`src/rtl/sensor_pkg.sv`:
```
// Shared defaults and event-FSM encoding for the sensor debouncer.
package sensor_pkg;

  localparam int N_SENSORS_DEF = 4;
  localparam int DB_CYCLES_DEF = 16;

  typedef enum logic {
    ST_IDLE = 1'b0,
    ST_PEND = 1'b1
  } evt_state_e;

  // Narrowest counter that can still hold DB_CYCLES-1.
  function automatic int cnt_width(input int db_cycles);
    return (db_cycles <= 2) ? 1 : $clog2(db_cycles);
  endfunction

endpackage

```
`src/rtl/sensor_debounce_ch.sv`:
```
// One sensor channel: 2-flop synchronizer, persistence counter and debounced level.
module sensor_debounce_ch
  import sensor_pkg::*;
#(
  parameter int DB_CYCLES = DB_CYCLES_DEF
) (
  input  logic clk,
  input  logic rst,
  input  logic i_raw,
  output logic o_stable,
  output logic o_toggle
);

  localparam int CNT_W = cnt_width(DB_CYCLES);
  localparam logic [CNT_W-1:0] CNT_LAST = CNT_W'(DB_CYCLES - 1);

  logic             r_sync1;
  logic             r_sync2;
  logic             r_stable;
  logic [CNT_W-1:0] r_cnt;
  logic             w_mismatch;
  logic             w_toggle;

  assign w_mismatch = r_sync2 ^ r_stable;
  // The edge that would push the count to DB_CYCLES flips the level instead.
  assign w_toggle   = w_mismatch && (r_cnt == CNT_LAST);

  always_ff @(posedge clk) begin
    if (rst) begin
      r_sync1  <= 1'b0;
      r_sync2  <= 1'b0;
      r_stable <= 1'b0;
      r_cnt    <= '0;
    end else begin
      r_sync1  <= i_raw;
      r_sync2  <= r_sync1;
      r_stable <= r_stable ^ w_toggle;
      if (!w_mismatch || w_toggle) begin
        r_cnt <= '0;
      end else begin
        r_cnt <= r_cnt + CNT_W'(1);
      end
    end
  end

  assign o_stable = r_stable;
  assign o_toggle = w_toggle;

endmodule

```
`src/rtl/sensor_debouncer.sv`:
```
// Multi-channel sensor debouncer with a change-event handshake and sticky overrun.
//   state | meaning
//   IDLE  | no pending event, change_valid=0
//   PEND  | event pending, change_mask accumulates toggles until change_ready
module sensor_debouncer
  import sensor_pkg::*;
#(
  parameter int N_SENSORS = N_SENSORS_DEF,
  parameter int DB_CYCLES = DB_CYCLES_DEF
) (
  input  logic                 clk,
  input  logic                 rst,
  input  logic [N_SENSORS-1:0] sensor_raw,
  output logic [N_SENSORS-1:0] sensor_stable,
  output logic                 change_valid,
  output logic [N_SENSORS-1:0] change_mask,
  input  logic                 change_ready,
  output logic                 overrun
);

  evt_state_e           r_state;
  evt_state_e           w_state_nxt;
  logic [N_SENSORS-1:0] r_mask;
  logic [N_SENSORS-1:0] w_mask_nxt;
  logic [N_SENSORS-1:0] w_toggle;
  logic                 r_overrun;
  logic                 w_overrun_nxt;
  logic                 w_any_toggle;

  for (genvar gi = 0; gi < N_SENSORS; gi++) begin : g_ch
    sensor_debounce_ch #(
      .DB_CYCLES(DB_CYCLES)
    ) u_ch (
      .clk     (clk),
      .rst     (rst),
      .i_raw   (sensor_raw[gi]),
      .o_stable(sensor_stable[gi]),
      .o_toggle(w_toggle[gi])
    );
  end

  assign w_any_toggle = |w_toggle;

  always_comb begin
    w_state_nxt   = r_state;
    w_mask_nxt    = r_mask;
    w_overrun_nxt = r_overrun;
    case (r_state)
      ST_IDLE: begin
        if (w_any_toggle) begin
          w_state_nxt = ST_PEND;
          w_mask_nxt  = w_toggle;
        end
      end
      ST_PEND: begin
        if (!change_ready) begin
          w_mask_nxt    = r_mask | w_toggle;
          w_overrun_nxt = r_overrun | (|(r_mask & w_toggle));
        end else if (w_any_toggle) begin
          // Consumer takes the old event; same-edge toggles start the next one.
          w_mask_nxt = w_toggle;
        end else begin
          w_state_nxt = ST_IDLE;
          w_mask_nxt  = '0;
        end
      end
      default: begin
        w_state_nxt = ST_IDLE;
        w_mask_nxt  = '0;
      end
    endcase
  end

  always_ff @(posedge clk) begin
    if (rst) begin
      r_state   <= ST_IDLE;
      r_mask    <= '0;
      r_overrun <= 1'b0;
    end else begin
      r_state   <= w_state_nxt;
      r_mask    <= w_mask_nxt;
      r_overrun <= w_overrun_nxt;
    end
  end

  assign change_valid = (r_state == ST_PEND);
  assign change_mask  = r_mask;
  assign overrun      = r_overrun;

endmodule

```
`config.mk`:
```
export PLATFORM = sky130hd
export DESIGN_NAME = sensor_debouncer
export DESIGN_NICKNAME = d
export VERILOG_FILES = /design/src/rtl/sensor_pkg.sv /design/src/rtl/sensor_debounce_ch.sv /design/src/rtl/sensor_debouncer.sv
export SDC_FILE = /design/constraint.sdc
export NUM_CORES = 1
export LEC_CHECK = 0
export CAP_MARGIN = 10
export CORE_MARGIN = 2
export CORE_UTILIZATION = 53
export DETAILED_ROUTE_END_ITERATION = 16
export GPL_TIMING_DRIVEN = 0
export PLACE_DENSITY = 0.77
export SETUP_SLACK_MARGIN = 0.15
export SLEW_MARGIN = 25
export SYNTH_ARGS = -nofsm -noshare
export SYNTH_HDL_FRONTEND = slang
export SYNTH_SLANG_ARGS = --single-unit
export TNS_END_PERCENT = 5
```
`constraint.sdc`:
```
create_clock -name clk -period 1.8 [get_ports clk]
set_input_delay 0.45 -clock clk [delete_from_list [all_inputs] [get_ports clk]]
set_output_delay 0.45 -clock clk [all_outputs]
set_load 0.005 [all_outputs]
```
# == Yosys cells after proc, flatten, opt, wreduce, memory -nomap -nowiden ==
# Index checks and enable logic that the tools add are counted.
# classes
bitwise_logic,13
reduce_logical,19
eq_ne,5
muxes,7
add_sub_neg,4
# ops
cell,count
4-bit by 1-bit adder with 4-bit output (second input constant),4
4-bit == test (second input constant),4
4-bit two-way mux,3
4-bit case mux with 2 select lines,1
2-bit OR reduction,4
4-bit OR reduction,2
1-bit XOR,8
4-bit AND,1
1-bit logical AND,4
1-bit zero test,4
1-bit logical OR,4
4-bit bitwise OR,1
1-bit two-way mux,2
2-bit != test (second input constant),1
1-bit inverter,2
1-bit case mux with 2 select lines,1
2-bit AND reduction,1
1-bit bitwise OR,1
# word_totals
in_bits,7
wordCells,67
ff_bits,34
output_inout_bits,10

# == Logic depth before layout (Yosys ltp) ==
# logic_depth
ltp_word,6
mapped_depth,6
depth_no_buf,5

# == Modules after synthesis ==
# Synthesis repeated with hierarchy kept, for this count alone.
# hier_totals
hier_cells,126
hier_area_um2,1249.9
# modules_own_cells
module,seq_area_each_um2,cells_per_inst,instances,area_per_inst_um2
sensor_debounce_ch,140.1,24,4,247.7
sensor_debouncer,120.1,30,1,259.0

# == Worst setup path after synthesis ==
# OpenSTA, ideal clock, no wires.
# synth_timing
kind,register to register
start,register g_ch[2].u_ch.r_cnt[0]
end,register r_mask[1] (netlist: change_mask[1])
setup_time_ps,74
required_time_ps,1726
arrival_time_ps,1252
slack_ps,473
n_path_buf,1
stages_incl_launch_ff,7
period_less_slack_ps,1327
path_cell_list,dfxtp_1 > ha_1 > and3_4 > buf_6 > a22oi_2 > nand4b_1 > a31oi_1
# synth_between
elab_chain_len,6
word_cells_on_any_way,7
cone_classes,eq/ne (2); mux (3); reduce/logical (2)
# synth_rtl
item,line,source
"start, declared",sensor_debounce_ch.sv:20,logic [CNT_W-1:0] r_cnt;
"start signal, assigned",sensor_debounce_ch.sv:41,r_cnt <= r_cnt + CNT_W'(1);
4-bit == test (*),sensor_debounce_ch.sv:26,assign w_toggle = w_mismatch && (r_cnt == CNT_LAST);
1-bit logical AND (*),sensor_debounce_ch.sv:26,
4-bit OR reduction (*),sensor_debouncer.sv:42,assign w_any_toggle = |w_toggle;
4-bit two-way mux,sensor_debouncer.sv:59,end else if (w_any_toggle) begin
4-bit two-way mux,sensor_debouncer.sv:56,if (!change_ready) begin
4-bit case mux with 2 select lines,sensor_debouncer.sv:48,case (r_state)
"end signal, assigned",sensor_debouncer.sv:81,r_mask <= w_mask_nxt;
"end, declared",sensor_debouncer.sv:23,logic [N_SENSORS-1:0] r_mask;
# Mark *: on every way between the ends. The rest lies on a longest branch, timed or not.
# A chain may end at the register's enable or synchronous reset.

# == Worst setup path in the final report ==
# layout_timing
start,register r_state (netlist: change_valid)
end,output port change_valid
# layout_lines
item,line,source
"start, declared",sensor_debouncer.sv:21,evt_state_e r_state;
"start signal, assigned",sensor_debouncer.sv:80,r_state <= w_state_nxt;
"end, declared",sensor_debouncer.sv:15,"output logic change_valid,"
# No word-level cell between the ends.

==> results.cfg <==
[run_status]
status = completed

[clocking]
hold_buffers = 0
clkTransAtPathRegs_ps = 100
htree_levels = 2
cts_root_buffer = clkbuf_4
clk_latency_ps = 330
cts_sinks = 34
cts_buffers = 5
cts_tree = yes
clockBufferDepth = 2

[setup_path]
endpoint_kind = output port
max_stage_delay_ps = 530
crit_chain = clkdlybuf4s50_1
arrival_ps = 1270
r2r_setup_slack_ps = 330
cp_slowest_cell = clkdlybuf4s50_1
crit_buf_inv = 1
crit_start = change_valid$_SDFF_PP0_
crit_path_max_fanout = 6
timing.rr.end = change_mask[1]$_SDFFE_PP0P_
cp_top_family = buffers and inverters
worstSetupEndpoint = change_valid
worstReg2RegStart = g_ch[2].u_ch.r_cnt[0]$_SDFF_PP0_
worstSetupPathType = register to output port
r2r_cells = 6
start_kind = register
worst_ep_required_time_ps = 1350
cp.depth = 1

[cells_and_area]
diodes = 0
multiInputGateArea_um2 = 608
nFillCells = 213
fin_nets = 178
seq_area_um2 = 688
area_growth_pct = 22.8
final_area_um2 = 1690
finalNonFillerCells = 198
drive_above_1_share = 0.167

[timing]
max_freq_mhz = 580
hold_viol = 0
finalClockSkew_ps = 4.27
grt_setup_unrepaired = yes
period_minus_slack_ps = 1720
setup-violations-final = 0
setup_tns_ps = 0
whs_ps = 448
period_share = 0.957
worst_slack_ps = 76.9
relSlewSlack = 0.719
slew_violations = 0
worst_pin_slew_ps = 421

[synthesis]
yosys-top-cells-area = dfxtp_1 49%, xnor2_1 5.1%, xor2_1 5.1%
synth_ff_type = dfxtp_1
synth_seq_cells = 34
yosysMostFrequentCell = dfxtp_1
ys_async_sr_fraction = 0
synth_area_leader_cell = dfxtp_1
syn-num-nets = 151
synth.avg_cell_area_um2 = 9.84
yosys-top-cells-count = 34 x dfxtp_1, 15 x nor2_1, 9 x nand2_1, 9 x nor2b_1
synth.distinct_cells = 25
netlist_instances = 140
synth_top_area_frac = 0.494
netlist_area_um2 = 1380
synth-edff-count = 0
ys_seq_area_frac = 0.494
ys_warn_count = 0

[floorplanning]
die_area_um2 = 3020
die_w_um = 55.0
die_h_um = 55.0
start_util = 0.556
fp.coreArea_um2 = 2480
num_rows = 18
ioPinCount = 17

[run]
max_cap_violations = 0

[route]
wl_mm = 2.30
drt-initial-drc-count = 23
drc = 0
drt_first_pass_iters = 4
via_per_inst = 4.99
num_vias = 988
post_drt_wl_per_cell_um = 11.6
ant_nets = 0

[global_routing]
grt_antenna_before_repair = 0
overflow = 0
grt_pass1_vias = 931
use_met3 = 0.0618
gr-usage-all-layers = 0.184
grt_pass1_wl_mm = 3.83
gr-max-usage-layer = met2
use_met2 = 0.286
grt_max_degree = 12
met1_usage = 0.219

[power_and_ir_drop]
max-vdd-ir-drop_v = 0.000895
p_leak_nw = 0.676
powerDensity_nw_per_um2 = 803

[place]
dp_slack_ps = -0.468
dp_hpwl_mm = 1.61
port_buffers = 16
dpl_cell_area_um2 = 1580
dp.cells = 186
place.gp.congestion = 0.714

[worst_hold_path]
min_path_type = register to register
## through the flow
step | utilization | power [mW]
2_1_floorplan | - | 0.810
3_3_place_gp | 0.636 | 0.829
3_5_place_dp | 0.636 | 0.831
4_1_cts | 0.682 | 1.37
5_1_grt | 0.683 | 1.42
6_report | 0.683 | 1.36
## logic make-up after synthesis
kind of cell	Yosys count	synth area share
AO/OA/AOI/OAI	10	0.0581
XOR/XNOR	16	0.102
adder cells (fa/ha/maj)	4	0.0363
buffers and inverters	15	0.0645
flip-flops	34	0.494
multiplexers	3	0.0218
AND/OR/NAND/NOR	58	0.223
## layer usage
| layer | vias up | wire length (µm) |
|---|---|---|
| met4 | 0 | 42 |
| met2 | 26 | 1050 |
| met1 | 438 | 1090 |
| li1 | 519 | - |
| met3 | 5 | 119 |
| met5 | - | 0 |
## cells in the final DEF, fill, tap and decap left out, types with 8 or more instances in the layout
master           instances
dfxtp_1                 30
nor2b_1                  9
nand3_1                  8
buf_4                    8
nor2_1                  15
xnor2_1                  8
nand2_1                  9
clkdlybuf4s50_1         14
xor2_1                   8
## worst min-delay path by stage
stage / to / cells past startpoint / from / slack [ps]
floorplan: g_ch[0].u_ch.r_sync2$_SDFF_PP0_ / 1 / g_ch[0].u_ch.r_sync1$_SDFF_PP0_ / 410
global placement: g_ch[1].u_ch.r_sync2$_SDFF_PP0_ / 1 / g_ch[1].u_ch.r_sync1$_SDFF_PP0_ / 420
detailed placement: g_ch[0].u_ch.r_sync2$_SDFF_PP0_ / 1 / g_ch[0].u_ch.r_sync1$_SDFF_PP0_ / 430
CTS: g_ch[0].u_ch.r_sync2$_SDFF_PP0_ / 1 / g_ch[0].u_ch.r_sync1$_SDFF_PP0_ / 450
global route: g_ch[3].u_ch.r_sync2$_SDFF_PP0_ / 1 / g_ch[3].u_ch.r_sync1$_SDFF_PP0_ / 470
finish: g_ch[0].u_ch.r_sync2$_SDFF_PP0_ / 1 / g_ch[0].u_ch.r_sync1$_SDFF_PP0_ / 450
## power breakdown
part | switching (mW) | total [mW] | internal, mW | leakage, nW
logic | 0.0203 | 0.0439 | 0.0236 | 0.352
registers | 0.00652 | 0.768 | 0.761 | 0.278
clock network | 0.259 | 0.547 | 0.288 | 0.0450
## final cells by class
cell class                 instances  area share
buffer                            10      0.0414
clock buffer                       5      0.0222
clock inverter                     3      0.0237
inverter                           5      0.0111
multi-input combinational         91       0.359
sequential                        34       0.407
tap                               30      0.0222
timing repair buffer              20       0.113
## timing repair
item	CTS	global route
resized for setup	6	1
buffers inserted	4	0
endpoints found under the setup margin	10	9
No activity file was read; power rests on OpenSTA's default activity.
==> variant 1, RTL diff (same flow settings) <==
Put one more register stage on the output `overrun`, with the module's reset. The value now appears one clock later. The other outputs are not delayed to match.
--- a/src/rtl/sensor_debouncer.sv
+++ b/src/rtl/sensor_debouncer.sv
@@ -85,7 +85,13 @@
 
   assign change_valid = (r_state == ST_PEND);
   assign change_mask  = r_mask;
-  assign overrun      = r_overrun;
+  always_ff @(posedge clk) begin
+    if (rst) begin
+      overrun <= '0;
+    end else begin
+      overrun <= r_overrun;
+    end
+  end
 
 endmodule
 
Function: same outputs for any inputs over 10 cycles, from zero or initial values and one cycle with rst high; that may be too few to reach the edited logic, so the function may still have changed.
==> variant 1 against the original RTL <==
Cell area rose by 2.9%; sequential cell count up 1; combinational power increased by 5.7%; via count up 6.1%; power grew 4.5%; area after synthesis up 2.5%; worst setup slack gained 0.011 ns; wire length rose by 1.5%; hold slack lost 0.0035 ns; critical path type unchanged; largest cell class unchanged; highest routed layer unchanged.
==> variant 1: results (changes against the original RTL) <==
The largest fanout on the critical path was 2 (-4); the register area share after synthesis was 0.496 (+0.00192). The met2 track utilization from global routing is 0.270 (-0.0153). The deepest level of the CTS H-tree is 2 (unchanged), and the post-place instance area is 1610 sq um (+2.2%).

Count of placed standard cells including taps: 189 (+1.6%). For the total routing usage reported by global routing, the log shows 0.168 (-0.0156). The total met3 wirelength after detailed routing came out at 166 um (+39%). Clock network fraction of total power: 0.412 (+0.010). The logs give 199 (-6.6%) for the layout filler cell count and 2330 um (+1.5%) for the final routed wirelength across all metal layers. The logs give 0 (unchanged) for the remaining global-route overflow and 181 (+1.7%) for the final layout net count. For the met1 wire length, the log shows 1030 um (-5.2%). The run gives 0.000643 V (-28%) as the worst IR drop on VDD. Initial DRC count: 19 (-17%).

Number of gates given a new drive strength after cts: 7 (+1). The worst-margin pin slew works out to 0.455 ns (+0.0335 ns). For the sequential cell power, the log shows 0.000789 W (+2.7%).

The logs give -0.0896 ns (-0.0892 ns) for the placement-stage worst setup slack and 201 (+1.5%) for the count of non-filler cells in the finished layout. Largest stage delay on the critical path: 0.48 ns (-0.05 ns). The tools report the final critical-path setup slack as 0.0875 ns (+0.0106 ns). The total nets after synthesis was 154 (+2.0%); the number of cells traversed by the worst hold path was 2 (+1). The run gives 0.00397 ns (-0.000303 ns) as the final clock skew.

For the first-pass GRT wire length, the log shows 4130 um (+7.8%). For the met2 wirelength from detailed routing, the log shows 1100 um (+5.1%). Detailed placer's ending HPWL: 1670 um (+3.5%). The run finished with clean final reports. The number of warnings issued by yosys came out at 0 (unchanged). The power density normalized to cell area was 816 nW/um^2 (+1.6%); the routing usage on met3 was 0.0767 (+0.0149). The final weighted congestion in routability-driven placement was 0.729 (+2.1%); the global routing met1 resource utilization was 0.193 (-0.0263).

The count of unique library cells instantiated by Yosys is 26 (+4.0%). The share of post-route cells with drive strength above 1 was 0.181 (+0.0146); the total non-filler cell area in the finished layout was 1740 sq um (+2.9%). The static leakage power came out at 0.692 nW (+2.4%). The switching portion of total power is 0.201 (-0.00959), and the mean cell area of the mapped netlist is 9.88 sq um (+0.39%).

By count the netlist is led by dfxtp_1, nor2_1, nand2_1, nand3_1, nor2b_1.
variant 1: cell types whose count changed after synthesis, moves of 2 or more:
cell and change:
and3_1 +2, and3_4 -2, or3_1 -2, or3_4 +2
variant 1: area by class of cell:
cell class              count  share of cell area
plain buffers               9              0.0374
inverters                   6              0.0129
clock inverters             2              0.0201
well taps                  30              0.0216
clock buffers               6              0.0295
repair buffers             20               0.110
flip-flops and latches     35               0.410
multi-input cells          93               0.359
variant 1: cells by family (layout without fill, tap and decap cells):
family / Yosys count / after routing / share of synthesized area
mux: 3 / 3 / 0.0213
buf+inv: 15 / 43 / 0.0620
simple gates: 60 / 60 / 0.224
compound gates: 10 / 10 / 0.0567
fa+ha+maj: 4 / 4 / 0.0354
xor+xnor: 16 / 16 / 0.105
flops: 35 / 35 / 0.496
variant 1: worst paths after layout:
check / end / startpoint
setup / recovery: sensor_stable[1] / flip-flop
hold reg to reg: overrun / r_overrun
setup reg to reg: change_mask[2] / g_ch[1].u_ch.r_cnt[0]
hold / removal: overrun / r_overrun
==> variant 2, RTL diff (same settings) <==
Made on the original files. Change the package constant `N_SENSORS_DEF` from 4 to 8.
--- a/src/rtl/sensor_pkg.sv
+++ b/src/rtl/sensor_pkg.sv
@@ -1,7 +1,7 @@
 // Shared defaults and event-FSM encoding for the sensor debouncer.
 package sensor_pkg;
 
-  localparam int N_SENSORS_DEF = 4;
+  localparam int N_SENSORS_DEF = 8;
   localparam int DB_CYCLES_DEF = 16;
 
   typedef enum logic {
Ports: changed (resized change_mask, sensor_raw and sensor_stable); port bits go from 17 to 29. No check against the original RTL was run, so the function may have changed too.
==> variant 2 against the original RTL <==
Cell count is 77% higher; hold slack worse by 0.0094 ns; area after synthesis rose by 79%; clock power is 110% higher; synthesized cell count grew 76%; worst setup slack worse by 0.060 ns; combinational power rose by 130%; cell area rose by 97%; first-iteration DRC count rose to 6.9 times the old value; die area up 72%; sequential cell count grew 32; sequential power is 94% higher; power rose by 100%; wire length increased by 140%; largest cell class unchanged.
==> variant 2: results (changes against the original RTL) <==
The run finished with clean final reports. The number of gates given a new drive strength after cts is 16 (+10), and the flop-to-flop setup slack is 0.02 ns (-0.31 ns). The deepest level of the CTS H-tree came out at 3 (+1).

The path with the worst hold slack has its endpoint at g_ch[7].u_ch.r_sync2. The post-place instance area came out at 2810 sq um (+78%). The register clock-pin slew on the reported worst setup and hold paths works out to 0.07 ns (-0.03 ns).

The largest stage delay on the critical path was 0.38 ns (-0.15 ns); the final weighted congestion in routability-driven placement was 0.787 (+10%). For the static leakage power, the log shows 1.28 nW (+90%). The count of unique library cells instantiated by Yosys is 23 (-8.0%), and the total nets after synthesis is 265 (+75%). For the number of buffers inserted during clock tree synthesis, the log shows 9 (+4). The tools report the largest net degree at the start of global routing as 11 (-1). In this run the clock root is driven by a clkbuf_8. The data arrival time of the worst path is 2.02 ns (+0.75 ns).

The detail-routed net length per standard cell works out to 15.7 um (+35%). The logs give 1929 (+95%) for the via total after detailed routing and 0.245 (+0.0261) for the global routing met1 resource utilization. The run gives 0.0583 (-0.00349) as the routing usage on met3.

Among all stages on the critical path, the largest delay is contributed by xnor2_2. The run gives 0.000456 V (-49%) as the worst IR drop on VDD. The worst-margin pin slew is 0.583 ns (+0.162 ns), and the cell count after synthesis is 246 (+76%).

The tightest hold margin came out at 0.439 ns (-0.00944 ns). The startpoint identified for the worst hold timing path is g_ch[7].u_ch.r_sync1. Final layout net count: 314 (+76%). The commonest cells after synthesis are dfxtp_1, nor2_1, nand3_1, nor2b_1. The detailed placer's ending HPWL is 3140 um (+94%), and the share of post-route cells with drive strength above 1 is 0.251 (+0.0842). For the area taken by multi-input logic gates, the log shows 1270 sq um (+110%).

The largest fanout on the critical path is 6 (unchanged). In the post-synthesis netlist, the biggest area contributors are dfxtp_1, nor2_1, xnor2_1, ha_1, nor2b_1. The logs give 5510 um (+140%) for the final routed wirelength across all metal layers and -0.245 ns (-0.244 ns) for the placement-stage worst setup slack.

The tools report the first-pass GRT wire length as 7770 um (+100%). The logs give 1732 (+86%) for the via count of the first global-routing pass and 0.313 (+0.0272) for the met2 track utilization from global routing. The total routing usage reported by global routing is 0.199 (+0.0153). Layout filler cell count: 286 (+34%). The final clock skew was 0.00640 ns (+0.00212 ns); the number of port buffers was 27 (+11). In this run the critical register-to-register path is launched from g_ch[6].u_ch.r_sync2. The initial DRC count is 159 (+590%).
## variant 2: critical path, delay by kind of cell (launching register included)
family	cells	cell delay, ns
simple gates	1	0.37
buf+inv	1	0.17
flops	1	0.33
compound gates	3	0.42
xor+xnor	1	0.38
## variant 2: metal layers
metal,up-vias,routed length [um]
met4,0,189
met2,61,2830
li1,931,-
met5,-,0
met3,18,252
met1,919,2250
## variant 2: power by group
group / internal, W / switching [W]
clock: 0.000639 / 0.000523
combinational: 0.0000506 / 0.0000510
sequential: 0.00148 / 0.0000149
total: 0.00217 / 0.000589
## variant 2: final cells by class
| type | instances | area share |
|---|---|---|
| plain buffers | 14 | 0.0247 |
| well taps | 52 | 0.0195 |
| repair buffers | 38 | 0.107 |
| multi-input cells | 158 | 0.380 |
| clock inverters | 2 | 0.00300 |
| inverters | 8 | 0.00900 |
| flip-flops and latches | 66 | 0.403 |
| clock buffers | 13 | 0.0536 |
## variant 2: kinds of logic after synthesis
logic type / after synthesis / share of synthesized area
muxes: 8 / 0.0325
and+or+nand+nor: 102 / 0.201
adders and majority gates: 8 / 0.0407
AOI/OAI and AO/OA: 16 / 0.0483
DFF: 66 / 0.537
buffers and inverters: 22 / 0.0458
xor gates and xnor gates: 24 / 0.0946
## variant 2: worst max-delay path by stage
stage | from | to | slack [ns] | cells past startpoint
after floorplan | g_ch[3].u_ch.r_cnt[0] | overrun | 0.17 | 6
after CTS | flip-flop | sensor_stable[3] | 0.05 | 2
final | g_ch[6].u_ch.r_sync2 | change_mask[6] | 0.02 | 6
after detailed placement | change_ready | change_mask[6] | -0.24 | 5
after global routing | g_ch[6].u_ch.r_sync2 | change_mask[0] | -0.06 | 6
after global placement | g_ch[5].u_ch.r_cnt[0] | change_mask[6] | -0.23 | 6
